**config.mk**
```make
export PLATFORM = sky130hd
export DESIGN_NAME = hadamard_fft_sched
export DESIGN_NICKNAME = d
export VERILOG_FILES = /design/src/rtl/hadamard_fft_sched.sv
export SDC_FILE = /design/constraint.sdc
export NUM_CORES = 1
export LEC_CHECK = 0
export BUFFER_PORTS_ARGS = -buffer_cell sky130_fd_sc_hd__buf_2
export CORE_MARGIN = 5
export CORE_UTILIZATION = 50
export CTS_CLUSTER_DIAMETER = 200
export DETAILED_ROUTE_END_ITERATION = 8
export MAX_ROUTING_LAYER = met4
export PLACE_DENSITY = 0.81
export SLEW_MARGIN = 20
export SYNTH_ARGS = -nofsm -noshare
export SYNTH_HDL_FRONTEND = slang
export SYNTH_SLANG_ARGS = --single-unit
```
**constraint.sdc**
```tcl
create_clock -name clk -period 6.75 [get_ports clk]
set_clock_uncertainty 0.2 [all_clocks]
set_input_delay 0.3375 -clock clk [delete_from_list [all_inputs] [get_ports clk]]
set_output_delay 0.3375 -clock clk [all_outputs]
set_load 0.02 [all_outputs]
```
**src/rtl/hadamard_fft_sched.sv**
```systemverilog
// Radix-4 DIF FFT sequencer driving a shared 4-point butterfly datapath over four banked sample RAMs.
// Optional watchdog on the datapath handshake: define HADAMARD_TIMEOUT_EN.
module hadamard_fft_sched #(
  parameter int FFT_N       = 256,
  parameter int TW_DEPTH    = 256,
  parameter int formatWidth = 9,
  parameter int ADDR_W      = 8,
  parameter int TIMEOUT_CYC = 64
) (
  input  logic                     clk,
  input  logic                     rst,
  input  logic                     fft_start,
  output logic                     fft_busy,
  output logic                     fft_done,
  output logic                     ram_rd_en,
  output logic [4*ADDR_W-1:0]      ram_addr,
  input  logic [4*formatWidth-1:0] ram_rd_real,
  input  logic [4*formatWidth-1:0] ram_rd_imag,
  output logic                     ram_wr_en,
  output logic [4*formatWidth-1:0] ram_wr_real,
  output logic [4*formatWidth-1:0] ram_wr_imag,
  output logic [4*ADDR_W-1:0]      tw_addr,
  output logic                     dp_start,
  output logic [4*formatWidth-1:0] dp_in_real,
  output logic [4*formatWidth-1:0] dp_in_imag,
  input  logic [4*formatWidth-1:0] dp_out_real,
  input  logic [4*formatWidth-1:0] dp_out_imag,
  input  logic                     dp_done,
  output logic                     err_timeout
);
  localparam int LOG2N = $clog2(FFT_N);
  localparam int NSTG  = LOG2N / 2;
  localparam int NB_W  = LOG2N - 2;
  localparam int S_W   = (NSTG > 1) ? $clog2(NSTG) : 1;
  localparam int TW_SH = $clog2(TW_DEPTH / FFT_N);
  localparam logic [NB_W-1:0] N_LAST = NB_W'(FFT_N / 4 - 1);
  localparam logic [S_W-1:0]  S_LAST = S_W'(NSTG - 1);

  if (FFT_N < 16 || (LOG2N % 2) != 0 || (1 << LOG2N) != FFT_N ||
      TW_DEPTH < FFT_N || (1 << $clog2(TW_DEPTH)) != TW_DEPTH || TIMEOUT_CYC < 1) begin : g_bad_param
    $error("hadamard_fft_sched: illegal parameter set");
  end

  typedef enum logic [2:0] {IDLE, RD, LAT, GO, WAIT, WR, NEXT, DONE} state_t;
  state_t state, state_nxt;

  logic [NB_W-1:0] bfly, bfly_nxt, bfly_ld;
  logic [S_W-1:0]  stage, stage_nxt, stage_ld;
  logic            last_bfly, timeout_hit;

  // Leg m sits span apart inside a group of 4*span; span = 2^lspan.
  function automatic logic [4*ADDR_W-1:0] ram_addr_of(input int s, input int n);
    int lspan, base;
    lspan = LOG2N - 2 * (s + 1);
    base  = ((n >> lspan) << (lspan + 2)) + (n & ((1 << lspan) - 1));
    for (int m = 0; m < 4; m++) ram_addr_of[m*ADDR_W +: ADDR_W] = ADDR_W'(base + (m << lspan));
  endfunction

  // Twiddle index m*k*4^s scaled to the ROM depth, wrapped modulo TW_DEPTH.
  function automatic logic [4*ADDR_W-1:0] tw_addr_of(input int s, input int n);
    int lspan, k;
    lspan = LOG2N - 2 * (s + 1);
    k     = n & ((1 << lspan) - 1);
    for (int m = 0; m < 4; m++)
      tw_addr_of[m*ADDR_W +: ADDR_W] = ADDR_W'(((m * k) << (2 * s + TW_SH)) & (TW_DEPTH - 1));
  endfunction

  always_comb begin
    bfly_nxt  = bfly + 1'b1;
    stage_nxt = stage;
    if (bfly == N_LAST) begin
      bfly_nxt  = '0;
      stage_nxt = stage + 1'b1;
    end
    bfly_ld   = (state == IDLE) ? '0 : bfly_nxt;
    stage_ld  = (state == IDLE) ? '0 : stage_nxt;
    last_bfly = (bfly == N_LAST) && (stage == S_LAST);
  end

  always_ff @(posedge clk or negedge rst) begin
    if (!rst) state <= IDLE;
    else      state <= state_nxt;
  end

  always_comb begin
    state_nxt = state;
    case (state)
      IDLE:    if (fft_start) state_nxt = RD;
      RD:      state_nxt = LAT;
      LAT:     state_nxt = GO;
      GO:      state_nxt = WAIT;
      WAIT:    if (dp_done) state_nxt = WR;
               else if (timeout_hit) state_nxt = DONE;
      WR:      state_nxt = NEXT;
      NEXT:    state_nxt = last_bfly ? DONE : RD;
      DONE:    state_nxt = IDLE;
      default: state_nxt = IDLE;
    endcase
  end

  always_comb begin
    fft_busy  = (state != IDLE);
    ram_rd_en = (state == RD);
    dp_start  = (state == GO);
    ram_wr_en = (state == WR);
    fft_done  = (state == DONE);
  end

  always_ff @(posedge clk or negedge rst) begin
    if (!rst) begin
      bfly        <= '0;
      stage       <= '0;
      ram_addr    <= '0;
      tw_addr     <= '0;
      dp_in_real  <= '0;
      dp_in_imag  <= '0;
      ram_wr_real <= '0;
      ram_wr_imag <= '0;
    end else begin
      if (state == IDLE && fft_start) begin
        bfly  <= '0;
        stage <= '0;
      end else if (state == NEXT) begin
        bfly  <= bfly_nxt;
        stage <= stage_nxt;
      end
      // Address stage: loaded on entry to RD, held through WR of the same butterfly.
      if (state_nxt == RD) begin
        ram_addr <= ram_addr_of(int'(stage_ld), int'(bfly_ld));
        tw_addr  <= tw_addr_of(int'(stage_ld), int'(bfly_ld));
      end
      // Operand stage: RAM data arrives the cycle after the read strobe.
      if (state == LAT) begin
        dp_in_real <= ram_rd_real;
        dp_in_imag <= ram_rd_imag;
      end
      // Result stage
      if (state == WAIT && dp_done) begin
        ram_wr_real <= dp_out_real;
        ram_wr_imag <= dp_out_imag;
      end
    end
  end

`ifdef HADAMARD_TIMEOUT_EN
  localparam int WC_W = $clog2(TIMEOUT_CYC + 1);
  logic [WC_W-1:0] wait_cnt;
  logic            err_q;

  assign timeout_hit = (state == WAIT) && !dp_done && (wait_cnt == WC_W'(TIMEOUT_CYC - 1));
  assign err_timeout = err_q;

  always_ff @(posedge clk or negedge rst) begin
    if (!rst) begin
      wait_cnt <= '0;
      err_q    <= 1'b0;
    end else begin
      if ((state == IDLE && fft_start) || state == GO) wait_cnt <= '0;
      else if (state == WAIT)                          wait_cnt <= wait_cnt + 1'b1;
      if (timeout_hit) err_q <= 1'b1;
    end
  end
`else
  assign timeout_hit = 1'b0;
  assign err_timeout = 1'b0;
`endif

endmodule

```
==> results of run 1 <==
[cell usage after synthesis (all sizes together) (2+ instances only)]
| library cell | instances |
|---|---|
| a2bb2oi | 2 |
| fa | 3 |
| nand2 | 94 |
| xor2 | 8 |
| nand2b | 5 |
| nand3 | 13 |
| nor2b | 5 |
| o2111ai | 4 |
| o211ai | 3 |
| and2 | 4 |
| and3 | 6 |
| nor2 | 29 |
| or2 | 5 |
| a31oi | 5 |
| nor4 | 6 |
| nand4 | 3 |
| o22ai | 2 |
| o21bai | 2 |
| mux2i | 3 |
| o31ai | 10 |
| nor3 | 11 |
| mux2 | 147 |
| clkbuf | 30 |
| a21oi | 31 |
| conb | 2 |
| a21o | 7 |
| o21ai | 49 |
| xnor2 | 18 |
| ha | 37 |
| a21boi | 2 |
| dfrtp | 200 |
| buf | 34 |
| inv | 21 |
| a211oi | 4 |
| a32oi | 2 |
| o21a | 4 |
[area by class of cell]
cell class,instances,area [um2],share of cell area (%)
sequential,200,5005,36.81
multi-input combinational,556,4292,31.57
timing repair buffer,507,3303,24.30
clock buffer,18,429.2,3.157
tap,260,325.3,2.393
clock inverter,14,151.4,1.114
inverter,22,82.58,0.6074
antenna,3,7.507,0.05522
[per-layer routing]
layer	vias to the layer above	GRT usage [%]	share of wire (%)
li1	3837	-	-
met1	4105	32.94	35
met2	413	51.10	52
met3	119	6.958	7.2
met4	0	17.67	5.9
met5	-	-	0
[sequential cells by signal, indices dropped and copies added, names as in the netlist]
name         flops
ram_addr        30
bfly             6
stage            2
dp_in_imag      36
tw_addr         15
ram_wr_real     36
dp_in_real      36
state            3
ram_wr_imag     36
[what timing repair did]
action                                  in CTS  in global routing
gates resized for setup                      0                  1
endpoints found under the setup margin       0                  2
hold buffers                               145                  0
hold endpoints to repair                   263                  0
setup buffers                                0                  0
[power groups by stage]
stage | combinational [mW] | sequential (mW) | clock (mW)
after floorplan | 0.968 | 2.57 | 0
after global placement | 2.40 | 1.96 | 0
after detailed placement | 2.44 | 1.99 | 0
after CTS | 2.52 | 1.97 | 1.02
after global routing | 2.75 | 2.09 | 1.09
final | 2.59 | 2.03 | 1.03
[worst max path at each step]
| stage | startpoint | end | slack (ps) | depth (start not counted) |
|---|---|---|---|---|
| 4_1_cts | bfly[0] | ram_addr[31] | 480 | 26 |
| 2_1_floorplan | bfly[0] | ram_addr[31] | 570 | 31 |
| 5_1_grt | bfly[0] | ram_addr[23] | 40 | 24 |
| 3_3_place_gp | bfly[0] | ram_addr[31] | 720 | 26 |
| 6_report | bfly[0] | ram_addr[31] | 480 | 26 |
| 3_5_place_dp | bfly[0] | ram_addr[31] | 550 | 26 |
[worst max-delay path: stages (launching register included)]
cell	delay [ps]
dfrtp_1	530
ha_2	330
nand3_2	170
o21ai_1	390
a21oi_1	160
buf_4	250
ha_1	200
ha_1	250
nand2_1	90
ha_1	130
nand3b_1	120
or2_2	330
nor4_1	400
inv_1	120
fa_1	470
nor2b_1	170
o31a_1	170
o21a_1	130
nor2_1	50
a21boi_1	140
or2_1	310
ha_1	380
a21oi_1	150
o21ai_0	150
nor2b_1	170
mux2i_1	120
nand2_1	60
[cell families after synthesis]
| logic type | after synthesis | share of synthesized area (%) |
|---|---|---|
| AO/OA/AOI/OAI | 136 | 8.923 |
| XOR/XNOR | 26 | 2.435 |
| adder cells (fa/ha/maj) | 40 | 5.413 |
| buffers and inverters | 86 | 4.558 |
| flip-flops | 200 | 51.80 |
| multiplexers | 150 | 17.44 |
| other | 2 | 0.07773 |
| AND/OR/NAND/NOR | 189 | 9.350 |
[per-stage QoR]
step	area, um2	power [mW]	cells
after floorplan	9711	3.535	842
after global placement	11550	4.359	1400
after detailed placement	11550	4.435	1400
after CTS	13580	5.515	1577
after global routing	13600	5.919	1580
final	13600	5.656	1580
==> results.py, run 1 <==
metrics = {
    "clocking": {
        "clock-sinks": 200,
        "root_buffer": "clkbuf_16",
        "insertion_delay_ps": 440,
        "cts_tree": "yes",
        "cts-htree-levels": 4,
        "worst_setup_hold_path_clk_slew_ps": 80,
        "cts.path.max_buffers": 2,
        "numCtsBuffers": 17,
    },
    "worst_setup_path": {
        "worstSetupStartpointType": "flop",
        "rr_startpoint": "bfly[0]",
        "reg2reg_depth": 26,
        "cp.required_ps": 6870,
        "worst_setup_path_end_kind": "flop",
        "worstReg2RegEnd": "ram_addr[31]",
        "worstPathMaxFanout": 22,
        "critical_path_class": "flop to flop",
        "worstPathArrival_ps": 6390,
        "rrSetupSlack_ps": 480,
    },
    "die": {
        "die_area_um2": 22200,
        "ios": 362,
        "die_y_um": 149.0,
        "core-area_um2": 18890,
        "die_w_um": 149.0,
        "initial_utilization_pct": 51.14,
        "rows": 50,
    },
    "global_routing": {
        "grt_pass1_wl_mm": 50.74,
        "grt_pass1_vias": 9118,
        "overflow": 0,
        "grt.total_usage_pct": 30.35,
        "antenna_found_initial": 3,
        "grt_max_degree": 121,
    },
    "hold_path": {
        "holdPathEnd": "state[0]",
        "hold_depth": 3,
        "min_from": "dp_done",
        "min_path_type": "input pin to flop",
    },
    "sta": {
        "finalCritPeriodShare_pct": 92.85,
        "fin_crit_ps": 6267,
        "setup_tns_ps": 0,
        "holdWs_ps": 24.82,
        "max_slew_margin_pct": 33.59,
        "setup_viol": 0,
        "tightest_slew_ps": 996.1,
        "slew_violations": 0,
        "hold_viol": 0,
        "rsz0062_at_grt": "false",
        "setup_slack_ps": 482.8,
        "fmaxAchievable_mhz": 159.6,
    },
    "logic_synthesis": {
        "ys_warn_count": 0,
        "yosysTopAreaCellShare_pct": 51.80,
        "yosysTopAreaCell": "dfrtp_1",
        "synth_edf_count": 0,
        "ys_types": 70,
        "synth_area_um2": 9662,
        "synth_ff_type": "dfrtp_1",
        "syn_inst": 829,
        "avgSynthCellArea_um2": 11.65,
        "synth-seq-cells": 200,
        "synth_async_sr_flop_share_pct": 100.0,
        "seq_area_frac_synth_pct": 51.80,
        "synth_area_leaders": "dfrtp_1, mux2_2, ha_1",
    },
    "layout": {
        "fillCellCount": 1260,
        "final_common_cell": "buf_2",
        "nNetsFinal": 1492,
        "areaGrowthSynthToFinish_pct": 40.71,
        "drive_above_1_share_pct": 42.60,
        "final_cell_mix": "buf_2, dfrtp_1, mux2_2",
        "post-route-util_pct": 71.96,
    },
    "drt": {
        "drt_iter0_drc": 541,
        "vias": 8474,
        "wire_per_inst_um": 21.11,
        "viasPerCell": 5.363,
        "wirelength_mm": 33.36,
        "drtPass1Iterations": 7,
        "drc": 0,
        "postRouteAntennaNets": 0,
    },
    "pwr": {
        "internal_power_mw": 3.204,
        "p_per_area_nw_per_um2": 416.0,
        "pwr-share-clk_pct": 18.3,
        "irDropWorstVdd_v": 0.0002466,
        "switching_share_pct": 43.35,
        "seq_power_share_pct": 36.0,
        "p_leak_nw": 6.627,
        "comb_power_share_pct": 45.8,
        "switching_power_mw": 2.452,
    },
    "placed_design": {
        "dp_hpwl_mm": 21.35,
        "port_buffers": 351,
        "gp_congestion": 0.9367,
        "post-place-ws_ps": 551.0,
    },
    "run": {
        "maxCapViolations": 0,
    },
    "status": {
        "outcome": "complete, no violations",
    },
}
Power figures use the tool's default switching activity.
==> inputs of run 2 (changes only) <==
--- a/config.mk
+++ b/config.mk
@@ -6,10 +6,12 @@
 export NUM_CORES = 1
 export LEC_CHECK = 0
 export BUFFER_PORTS_ARGS = -buffer_cell sky130_fd_sc_hd__buf_2
+export CORE_ASPECT_RATIO = 0.75
 export CORE_MARGIN = 5
 export CORE_UTILIZATION = 50
 export CTS_CLUSTER_DIAMETER = 200
 export DETAILED_ROUTE_END_ITERATION = 8
+export GPL_TIMING_DRIVEN = 0
 export MAX_ROUTING_LAYER = met4
 export PLACE_DENSITY = 0.81
 export SLEW_MARGIN = 20
==> constraint.sdc (replaced) <==
create_clock -name clk -period 6.75 [get_ports clk]
set_clock_uncertainty 0.2 [all_clocks]
set_input_delay 0 -clock clk [delete_from_list [all_inputs] [get_ports clk]]
set_output_delay 0 -clock clk [all_outputs]
set_load 0.02 [all_outputs]
==> results.py, run 2 (synthesis results as in run 1) <==
metrics = {
    "worst_setup_path": {
        "worstSetupStartpointType": "flop",
        "rrSetupSlack_ps": 370,
        "cp.required_ps": 6880,
        "reg2reg_depth": 30,
        "worstReg2RegEnd": "ram_addr[31]",
        "rr_startpoint": "bfly[0]",
        "cpMostUsedCell": "ha_1",
        "cpPeakStageDelay_ps": 480,
        "critical_path_class": "flop to flop",
        "worstPathMaxFanout": 12,
        "worst_setup_path_end_kind": "flop",
        "cp_slowest_cell": "fa_1",
        "worstPathArrival_ps": 6510,
    },
    "sta": {
        "fin_crit_ps": 6380,
        "setup_slack_ps": 370.1,
        "tightest_slew_ps": 892.6,
        "fmaxAchievable_mhz": 156.7,
        "max_slew_margin_pct": 39.96,
        "slew_violations": 0,
        "hold_viol": 0,
        "setup_viol": 0,
        "finalCritPeriodShare_pct": 94.52,
    },
    "die": {
        "rows": 44,
        "die_w_um": 170.5,
        "ios": 362,
        "die_y_um": 130.4,
        "core-area_um2": 19160,
        "die_area_um2": 22230,
        "initial_utilization_pct": 50.43,
    },
    "clocking": {
        "cts_tree": "yes",
        "worst_setup_hold_path_clk_slew_ps": 100,
        "insertion_delay_ps": 430,
        "clock-sinks": 200,
        "root_buffer": "clkbuf_16",
        "numCtsBuffers": 17,
        "cts.path.max_buffers": 2,
        "cts-htree-levels": 4,
    },
    "layout": {
        "seq_area_um2": 5007,
        "multi_input_area_um2": 4339,
        "nNetsFinal": 1557,
        "final_cell_mix": "buf_2, dfrtp_1, dlygate4sd3_1",
        "stdcell_area_um2": 14100,
        "fillCellCount": 1234,
        "final_common_cell": "buf_2",
        "areaGrowthSynthToFinish_pct": 45.97,
        "drive_above_1_share_pct": 43.56,
    },
    "drt": {
        "viasPerCell": 5.387,
        "wire_per_inst_um": 21.14,
        "postRouteAntennaNets": 0,
        "met3_length_mm": 2.928,
        "drc": 0,
        "vias": 8829,
        "top_layer": "met4",
        "wirelength_met1_mm": 13.31,
        "wirelength_mm": 34.64,
        "drt_iter0_drc": 548,
        "drtPass1Iterations": 5,
        "route.met2.wl_mm": 17.11,
    },
    "pwr": {
        "irDropWorstVdd_v": 0.0003669,
        "p_per_area_nw_per_um2": 409.8,
        "p_leak_nw": 6.889,
    },
    "run": {
        "maxCapViolations": 0,
    },
    "hold_path": {
        "min_path_type": "input pin to flop",
        "holdPathEnd": "dp_in_real[22]",
        "min_from": "ram_rd_real[22]",
        "hold_depth": 3,
    },
    "global_routing": {
        "overflow": 0,
        "grt_pass1_vias": 9075,
        "grt_max_degree": 88,
        "antenna_found_initial": 4,
        "grt_pass1_wl_mm": 51.72,
        "grt.total_usage_pct": 31.40,
    },
    "placed_design": {
        "dp_hpwl_mm": 22.42,
        "port_buffers": 351,
        "postPlaceCellArea_um2": 11860,
        "gp_congestion": 0.9242,
        "post-place-ws_ps": -797.5,
    },
    "status": {
        "outcome": "complete, no violations",
    },
}
==> run 2: cell count changes in the layout (fill, tap and decap cells not counted), moves of 3 or more <==
cell / change
buf_2: +4
clkinv_8: +3
buf_1: +3
clkbuf_1: +27
buf_6: +3
buf_4: +19
dlygate4sd3_1: +4
inv_8: -3
inv_6: +4
==> run 2: what timing repair did <==
item	in CTS	in global routing
hold buffers	150	0
setup buffers	0	5
gates resized for setup	10	11
endpoints found under the setup margin	16	8
endpoints found under the hold margin	346	0
cloned	0	0
pin swaps	0	2
==> run 2: through the flow <==
stage	util, %	std cells	setup TNS [ps]	hold WS [ps]	total power, mW
2_1_floorplan	-	842	0	-495.6	3.535
3_3_place_gp	61.51	1446	-4396	30.77	4.395
3_5_place_dp	61.91	1449	-7106	-289.2	4.480
4_1_cts	73.13	1631	0	108.7	5.605
5_1_grt	73.62	1639	-9.134	128.6	6.037
6_report	73.62	1639	0	123.4	5.780
==> run 2: critical path, delay by kind of cell, from the launching register on <==
kind / cells / cell delay, ps
AND/OR/NAND/NOR: 11 / 1810
adder cells (fa/ha/maj): 6 / 1680
buffers and inverters: 6 / 1070
AO/OA/AOI/OAI: 6 / 930
flip-flops: 1 / 410
multiplexers: 1 / 150
==> run 2: layer usage <==
metal  global-route usage [%]  up-vias
li1                         -     3959
met1                    38.29     4311
met2                    51.30      456
met3                    7.639      103
met4                    11.92        0
met5                        -        -
==> run 2: worst max-delay path by stage <==
stage	start	to	slack (ps)	depth (start not counted)
6_report	bfly[0]	ram_addr[31]	370	30
5_1_grt	bfly[1]	ram_addr[31]	-9	30
4_1_cts	bfly[0]	ram_addr[31]	80	31
3_5_place_dp	bfly[0]	ram_addr[15]	-800	28
3_3_place_gp	bfly[0]	ram_addr[23]	-600	28
2_1_floorplan	bfly[0]	ram_addr[31]	570	31
==> run 2: power by group <==
part	internal (mW)	switching, mW
Sequential	1.70	0.332
Combinational	1.05	1.63
Clock	0.514	0.546
==> run 2: cell type report <==
| cell class | count | share of cell area, % |
|---|---|---|
| Clock buffer | 18 | 3.114 |
| Clock inverter | 14 | 1.198 |
| Buffer | 63 | 2.564 |
| Sequential cell | 200 | 35.50 |
| Timing Repair Buffer | 509 | 23.95 |
| Antenna cell | 4 | 0.07097 |
| Tap cell | 253 | 2.245 |
| Multi-Input combinational cell | 556 | 30.77 |
| Inverter | 22 | 0.5855 |
==> inputs of run 3 (changes only) <==
--- a/config.mk
+++ b/config.mk
@@ -14,6 +14,7 @@
 export GPL_TIMING_DRIVEN = 0
 export MAX_ROUTING_LAYER = met4
 export PLACE_DENSITY = 0.81
+export RECOVER_POWER = 50
 export SLEW_MARGIN = 20
 export SYNTH_ARGS = -nofsm -noshare
 export SYNTH_HDL_FRONTEND = slang
==> results.py, run 3 (synthesis results as in run 1) <==
metrics = {
    "die": {
        "die_w_um": 170.5,
        "core-area_um2": 19160,
        "rows": 44,
        "ios": 362,
        "die_y_um": 130.4,
        "initial_utilization_pct": 50.43,
        "die_area_um2": 22230,
    },
    "placed_design": {
        "postPlaceCellArea_um2": 11860,
        "placed_cells": 1449,
        "gp_congestion": 0.9242,
        "port_buffers": 351,
        "dp_hpwl_mm": 22.42,
    },
    "clocking": {
        "root_buffer": "clkbuf_16",
        "insertion_delay_ps": 430,
        "worst_setup_hold_path_clk_slew_ps": 90,
        "numCtsBuffers": 17,
        "cts.path.max_buffers": 2,
        "cts_tree": "yes",
        "cts-htree-levels": 4,
        "clock-sinks": 200,
    },
    "worst_setup_path": {
        "cp_slowest_cell": "fa_1",
        "worstSetupStartpointType": "flop",
        "critical_path_class": "flop to flop",
        "cp-startpoint": "bfly[0]",
        "reg2reg_depth": 30,
        "path_delay_family": "simple AND/OR/NAND/NOR gates",
        "worst_setup_path_end_kind": "flop",
        "rr_startpoint": "bfly[0]",
        "rrSetupSlack_ps": 360,
        "crit_end": "ram_addr[31]",
        "cpMostUsedCell": "ha_1",
        "worstPathArrival_ps": 6510,
        "path_buf_inv": 6,
        "worstReg2RegEnd": "ram_addr[31]",
        "worstPathMaxFanout": 12,
        "cp_num_cells": 30,
        "cp.required_ps": 6880,
        "cpPeakStageDelay_ps": 480,
    },
    "layout": {
        "final_cells": 1639,
        "final_cell_mix": "clkbuf_1, dfrtp_1, buf_2",
        "stdcell_area_um2": 13790,
        "multi_input_area_um2": 4339,
        "fillCellCount": 1377,
        "final_common_cell": "clkbuf_1",
        "nNetsFinal": 1557,
        "seq_area_um2": 5007,
        "drive_above_1_share_pct": 29.59,
        "areaGrowthSynthToFinish_pct": 42.75,
    },
    "global_routing": {
        "grt_pass1_wl_mm": 51.72,
        "grt.total_usage_pct": 31.40,
        "overflow": 0,
        "grt_pass1_vias": 9075,
        "antenna_found_initial": 4,
        "grt_max_degree": 88,
    },
    "sta": {
        "fin_crit_ps": 6385,
        "finalCritPeriodShare_pct": 94.60,
        "tightest_slew_ps": 4575,
        "max_slew_margin_pct": -205.0,
        "holdWs_ps": 130.7,
        "hold_viol": 0,
        "slew_violations": 203,
        "fmaxAchievable_mhz": 156.6,
        "setup_tns_ps": 0,
        "setup_viol": 0,
    },
    "drt": {
        "vias": 8846,
        "wire_per_inst_um": 21.08,
        "drc": 0,
        "drt_iter0_drc": 667,
        "viasPerCell": 5.397,
        "postRouteAntennaNets": 0,
        "wirelength_mm": 34.55,
        "drtPass1Iterations": 5,
    },
    "pwr": {
        "p_per_area_nw_per_um2": 408.9,
        "irDropWorstVdd_v": 0.0003498,
        "p_leak_nw": 6.245,
    },
    "status": {
        "violations": "capacitance limit, slew limit",
        "outcome": "finished with violations",
    },
    "hold_path": {
        "min_path_type": "input pin to flop",
    },
    "run": {
        "maxCapViolations": 3,
    },
}
==> run 3: cell types whose count changed in the layout (fill, tap and decap cells not counted), sizes merged <==
cell | previous run | this run
buf | 394 | 201
clkbuf | 47 | 240
==> run 3: power by group <==
part / total (mW) / switching (mW) / internal [mW] / leakage (nW)
Clock: 1.06 / 0.545 / 0.515 / 0.297
Combinational: 2.53 / 1.62 / 0.909 / 3.48
Sequential: 2.05 / 0.345 / 1.70 / 2.47
==> run 3: how the worst min path moves through the flow <==
stage	depth (start not counted)	end	start
after detailed placement	1	tw_addr[29]	rst
after global placement	2	ram_wr_imag[0]	dp_out_imag[0]
after global routing	3	ram_wr_real[32]	dp_out_real[32]
final	3	dp_in_real[22]	ram_rd_real[22]
after floorplan	0	bfly[0]	rst
after CTS	3	dp_in_imag[13]	ram_rd_imag[13]
==> run 3: area by class of cell <==
| type | instances | area share [%] |
|---|---|---|
| sequential | 200 | 36.31 |
| antenna | 4 | 0.07258 |
| timing repair buffer | 509 | 22.24 |
| clock buffer | 18 | 3.184 |
| buffer | 63 | 2.613 |
| tap | 253 | 2.295 |
| multi-input combinational | 556 | 31.46 |
| clock inverter | 14 | 1.225 |
| inverter | 22 | 0.5987 |
==> run 3: metrics by stage <==
stage / power (mW) / utilization, % / worst slack, ps
final: 5.640 / 71.99 / 364.6
after floorplan: 3.535 / - / 574.5
after CTS: 5.605 / 73.13 / 78.84
after global placement: 4.395 / 61.51 / -604.8
after detailed placement: 4.480 / 61.91 / -797.5
after global routing: 5.903 / 71.99 / -9.134
==> run 3: what timing repair did <==
| item | 4_1_cts | 5_1_grt |
|---|---|---|
| pin swaps | 0 | 2 |
| setup endpoints to repair | 16 | 8 |
| hold buffers | 150 | 0 |
| gates resized for setup | 10 | 11 |
| gates cloned | 0 | 0 |
| endpoints found under the hold margin | 346 | 0 |
| setup buffers | 0 | 5 |
==> run 3: metal layers <==
layer / routed length, um / global-route usage [%]
met1: 13490 / 38.29
met2: 17090 / 51.30
met3: 2688 / 7.639
met4: 1276 / 11.92
met5: 0 / -
==> run 3: worst min-delay path: stages <==
cell           delay, ps
dlygate4sd3_1        530
buf_2                100
mux2_2               130
